==> config.mk <==
export PLATFORM = sky130hd
export DESIGN_NAME = exec_alu_unit
export DESIGN_NICKNAME = d
export VERILOG_FILES = /design/src/rtl/exec_pkg.sv /design/src/rtl/exec_alu.sv /design/src/rtl/exec_alu_unit.sv
export SDC_FILE = /design/constraint.sdc
export NUM_CORES = 2
export LEC_CHECK = 0
export CAP_MARGIN = 20
export CORE_MARGIN = 3
export CORE_UTILIZATION = 30
export CTS_CLUSTER_DIAMETER = 80
export CTS_CLUSTER_SIZE = 10
export DETAILED_ROUTE_END_ITERATION = 10
export SLEW_MARGIN = 25
export SYNTH_ARGS = -nofsm -noshare
export SYNTH_HDL_FRONTEND = slang
export SYNTH_SLANG_ARGS = --single-unit
==> constraint.sdc <==
create_clock -name clk -period 1.61 [get_ports clk]
set_input_delay 0.322 -clock clk [delete_from_list [all_inputs] [get_ports clk]]
set_output_delay 0.322 -clock clk [all_outputs]
set_load 0.005 [all_outputs]
==> src/rtl/exec_pkg.sv <==
// exec_pkg: shared definitions for the execute stage.
//   alu_op_t : 3-bit ALU operation code (ADD..SLT)
//   PC_STEP  : byte distance to the sequential next instruction
package exec_pkg;

    typedef enum logic [2:0] {
        ALU_ADD = 3'b000,
        ALU_SUB = 3'b001,
        ALU_AND = 3'b010,
        ALU_OR  = 3'b011,
        ALU_XOR = 3'b100,
        ALU_SLL = 3'b101,
        ALU_SRL = 3'b110,
        ALU_SLT = 3'b111
    } alu_op_t;

    localparam int PC_STEP = 4;

endpackage

==> src/rtl/exec_alu.sv <==
// exec_alu: purely combinational integer ALU.
// Ports:
//   a, b    in  WIDTH : operands (b may be an immediate)
//   alu_sel in  3     : operation code (alu_op_t)
//   y       out WIDTH : result; adds/subtracts wrap modulo 2^WIDTH
//   zero    out 1     : 1 when y == 0
module exec_alu
    import exec_pkg::*;
#(
    parameter int WIDTH = 64
) (
    input  logic [WIDTH-1:0] a,
    input  logic [WIDTH-1:0] b,
    input  alu_op_t          alu_sel,
    output logic [WIDTH-1:0] y,
    output logic             zero
);

    localparam int SHW = $clog2(WIDTH);

    logic signed [WIDTH-1:0] a_s;
    logic signed [WIDTH-1:0] b_s;
    logic        [SHW-1:0]   shamt;

    assign a_s   = a;
    assign b_s   = b;
    // Only the low log2(WIDTH) bits of b select the shift distance.
    assign shamt = b[SHW-1:0];

    always_comb begin
        y = '0;
        case (alu_sel)
            ALU_ADD: y = a + b;
            ALU_SUB: y = a - b;
            ALU_AND: y = a & b;
            ALU_OR:  y = a | b;
            ALU_XOR: y = a ^ b;
            ALU_SLL: y = a << shamt;
            ALU_SRL: y = a >> shamt;
            ALU_SLT: y = {{(WIDTH-1){1'b0}}, (a_s < b_s)};
            default: y = '0;
        endcase
    end

    assign zero = (y == '0);

endmodule

==> src/rtl/exec_alu_unit.sv <==
// exec_alu_unit: registered execute stage (ALU + next-PC + branch-target adders).
// Ports:
//   clk           in  1     : rising-edge clock
//   rst           in  1     : asynchronous active-low reset
//   in_valid      in  1     : operands/alu_sel valid this cycle
//   alu_sel       in  3     : ALU operation code
//   a, b          in  WIDTH : forwarded ALU operands
//   pc            in  WIDTH : instruction PC
//   imm           in  WIDTH : sign-extended branch immediate
//   result        out WIDTH : registered ALU result
//   zero          out 1     : registered result==0 flag
//   pc_plus4      out WIDTH : registered pc + 4
//   branch_target out WIDTH : registered pc + (imm << 1)
//   out_valid     out 1     : outputs hold a newly captured result
module exec_alu_unit
    import exec_pkg::*;
#(
    parameter int WIDTH = 64
) (
    input  logic             clk,
    input  logic             rst,
    input  logic             in_valid,
    input  logic [2:0]       alu_sel,
    input  logic [WIDTH-1:0] a,
    input  logic [WIDTH-1:0] b,
    input  logic [WIDTH-1:0] pc,
    input  logic [WIDTH-1:0] imm,
    output logic [WIDTH-1:0] result,
    output logic             zero,
    output logic [WIDTH-1:0] pc_plus4,
    output logic [WIDTH-1:0] branch_target,
    output logic             out_valid
);

    logic [WIDTH-1:0] alu_y_p0;
    logic             alu_zero_p0;
    logic [WIDTH-1:0] pc_plus4_p0;
    logic [WIDTH-1:0] branch_target_p0;

    logic [WIDTH-1:0] result_p1;
    logic             zero_p1;
    logic [WIDTH-1:0] pc_plus4_p1;
    logic [WIDTH-1:0] branch_target_p1;
    logic             vld_p1;

    exec_alu #(.WIDTH(WIDTH)) u_alu (
        .a       (a),
        .b       (b),
        .alu_sel (alu_op_t'(alu_sel)),
        .y       (alu_y_p0),
        .zero    (alu_zero_p0)
    );

    assign pc_plus4_p0      = pc + WIDTH'(PC_STEP);
    // Shifting drops imm's MSB; the sum wraps naturally at WIDTH bits.
    assign branch_target_p0 = pc + {imm[WIDTH-2:0], 1'b0};

    // Stage boundary p0 -> p1: output register bank.
    // Data holds when no new input arrives; reset value keeps zero consistent with result=0.
    always_ff @(posedge clk or negedge rst) begin
        if (!rst) begin
            result_p1        <= '0;
            zero_p1          <= 1'b1;
            pc_plus4_p1      <= '0;
            branch_target_p1 <= '0;
            vld_p1           <= 1'b0;
        end else begin
            vld_p1 <= in_valid;
            if (in_valid) begin
                result_p1        <= alu_y_p0;
                zero_p1          <= alu_zero_p0;
                pc_plus4_p1      <= pc_plus4_p0;
                branch_target_p1 <= branch_target_p0;
            end
        end
    end

    assign result        = result_p1;
    assign zero          = zero_p1;
    assign pc_plus4      = pc_plus4_p1;
    assign branch_target = branch_target_p1;
    assign out_valid     = vld_p1;

endmodule

==> flow_summary.ini <==
[routing]
drt-total-wl_um = 246000
vias = 47497
wl_per_cell_um = 30.3
drt_iter0_markers = 5390
vias_per_cell = 5.85
route.detailed.drc = 0
ant_nets = 0
dr.pass1.iters = 6

[cts]
clk_pin_slew_ns = 0.09
numCtsBuffers = 17
cts_tree = built
cts.path.max_buffers = 2
clock_sinks = 193
clock_latency_ns = 0.46
htree_levels = 4
cts.root.buffer_cell = clkbuf_16

[grt]
grt_pass1_wl_um = 337000
grt_pass1_vias = 45600
overflow = 0
grt_max_degree = 194
antenna_found_initial = 14
grt.total_usage_pct = 41.5

[timing]
clock.fmax_mhz = 226
finalMaxSlewViolations = 0
final.setup_skew_ns = 0
tns_ns = -200.82
setup_slack_ns = -2.81
hold_violations = 0
rsz0062_at_grt = yes
fin_crit_sh_pct = 274
tightest_slew_ns = 0.977
period_minus_slack_ns = 4.42
slew-limit-headroom_pct = 34.9
setup_viol = 385

[critical_path]
criticalPathCategory = input pin to register
cp_cell_sequence = clkbuf_16 > buf_12 > ha_4 > inv_2 > fa_2 > nor2b_4 > o31a_1 > o211ai_1 > buf_4 > a211oi_2 > buf_4 > buf_6 > o211ai_1 > buf_4 > a21oi_4 > nor3_4 > o41ai_4 > nand4_1 > nand3_1 > and3_4 > o221ai_4 > or4b_4 > o32ai_2
end_kind = register
slowest_delay_ns = 0.54
worst-path-max-fanout = 6
cpMostUsedCell = buf_4
worstPathRequired_ns = 1.98
path_buf_inv = 7
cp.arrival_ns = 4.79
slowest_stage = or4b_4
critPathLaunchType = input pin
path_delay_family = compound AO/OA/AOI/OAI gates

[floorplanning]
start_util_pct = 30.3
die_h_um = 335
die_area_um2 = 112000
ios = 456
num_rows = 120
core_um2 = 107000
die_x_um = 335

[logic_synthesis]
seq_area_frac_synth_pct = 14.9
synth_seq_cells = 193
synth_cell_type_count = 99
syn_area_um2 = 32500
async_flop_share_pct = 100
synth_warnings = 0
avgSynthCellArea_um2 = 7.51
synth_cells = 4325
synth_enable_flop_cells = 0
synth.net_count = 4846
synth_flop_cell = dfrtp_1

[placed_design]
place_hpwl_um = 203000
io_buffer_count = 454
gp_congestion = 1.07

[final_layout]
post-route-util_pct = 57.2
fin_nets = 7217
drive_above_1_share_pct = 49.8
synthToLayoutAreaGrowth_pct = 88.6
layout.cells.most_common = buf_4
final_cell_mix = buf_4, nor2_1, a21oi_1, nand2_1, clkdlybuf4s50_1

[power]
peakVddDrop_mv = 0.627
clock_power_share_pct = 12.9
pwr-share-comb_pct = 70.2
internal_power_mw = 20.4
leakagePower_nw = 27.7
p_per_area_nw_per_um2 = 596
p_seq_share_pct = 16.9
p_switching_mw = 16.1
switching_share_pct = 44.1

[worst_hold_path]
min_path_type = input pin to register

[run_status]
outcome = finished, violations left
violations = negative setup slack

[job]
cap_violations = 0
-- power groups by stage --
stage          clock network (mW)  registers (mW)  logic [mW]
4_1_cts                      4.81            6.17        23.6
3_5_place_dp                    0            6.24        21.6
6_report                     4.71            6.17        25.6
2_1_floorplan                   0            6.25        8.26
5_1_grt                      4.99            6.27        26.6
3_3_place_gp                    0            6.23        21.6
-- cell type report --
class                      instances  area, um2
sequential                       193       4830
fill                            9895      45900
clock buffer                      17        425
inverter                         232        968
multi-input combinational       3594      30700
antenna                            6       15.0
timing repair buffer            2658      22400
clock inverter                    15        215
tap                             1403       1760
-- cells in the mapped netlist (all sizes together) (23+ instances only) --
library cell / instances / area [um2]
dfrtp: 192 / 4800
a221o: 30 / 300
mux4: 69 / 1560
nor2: 493 / 1850
a21oi: 445 / 2230
o21bai: 31 / 233
a22oi: 81 / 608
a211oi: 76 / 576
ha: 256 / 3200
o31ai: 50 / 375
and3: 38 / 238
nor4: 45 / 282
xor2: 62 / 543
nand2: 304 / 1140
clkbuf: 192 / 721
nor2b: 48 / 300
or3: 23 / 144
a31oi: 43 / 269
inv: 230 / 863
o21ai: 205 / 1030
nor3: 81 / 405
buf: 114 / 684
xnor2: 81 / 709
nand4: 63 / 394
and2: 23 / 144
nand3: 102 / 510
a21o: 76 / 571
a211o: 24 / 210
o221ai: 45 / 394
o211ai: 59 / 448
mux2: 144 / 1630
mux2i: 143 / 1430
nand2b: 30 / 188
o21a: 34 / 255
o22ai: 89 / 557
a221oi: 43 / 377
-- registers in the layout, summed over array words and instances, names as in the netlist --
name,flops
out_valid,1
zero,1
branch_target,63
result,64
pc_plus4,64
-- path summary, 6_finish.rpt --
path	from	endpoint	slack (ns)	cells after the start
hold reg to reg	branch_target[2]$_DFFE_PN0P_	branch_target[2]$_DFFE_PN0P_	0.50	2
setup / recovery	b[0]	zero$_DFFE_PN1P_	-2.81	23
setup reg to reg	branch_target[36]$_DFFE_PN0P_	branch_target[36]$_DFFE_PN0P_	0.80	1
hold / removal	pc[1]	pc_plus4[1]$_DFFE_PN0P_	0.09	2
min in group asynchronous	rst	branch_target[16]$_DFFE_PN0P_	0.31	2
max in group asynchronous	rst	zero$_DFFE_PN1P_	0.68	3
-- metrics by stage --
| stage | hold WS (ns) | setup WS, ns | total power [mW] | cells | area (um2) |
|---|---|---|---|---|---|
| final | 0.0933 | -2.81 | 36.5 | 8118 | 61300 |
| after global placement | 0.230 | -4.15 | 27.9 | 7804 | 53500 |
| after floorplan | 0.0264 | -3.48 | 14.5 | 4325 | 33900 |
| after detailed placement | 0.231 | -4.16 | 27.9 | 7804 | 53500 |
| after global routing | 0.0744 | -2.82 | 37.8 | 8113 | 61300 |
| after CTS | 0.120 | -2.90 | 34.6 | 8006 | 58400 |
-- cell families (layout without fill, tap and decap cells) --
group	count (synthesis)	after routing	synth area share (%)
mux	356	356	14.2
flops	193	193	14.9
buf+inv	538	2922	7.00
compound gates	1497	1497	30.6
simple gates	1339	1339	19.4
fa+ha+maj	259	259	10.0
other cells	0	6	0
xor+xnor	143	143	3.85
-- repair_timing --
| action | 4_1_cts | 5_1_grt |
|---|---|---|
| resized for setup | 1020 | 571 |
| hold buffers | 1 | 0 |
| pin swaps | 220 | 291 |
| setup endpoints to repair | 386 | 385 |
| buffers inserted | 172 | 127 |
| gates cloned | 4 | 4 |
| endpoints found under the hold margin | 27 | 0 |
-- metal layers --
layer	wire (um)	share of wire (%)	track usage, %
met4	17800	7.2	23.3
met5	73	0.030	0
met3	22200	9.0	8.44
met2	104000	42	62.7
met1	102000	41	55.1
Power figures use the tool's default switching activity.
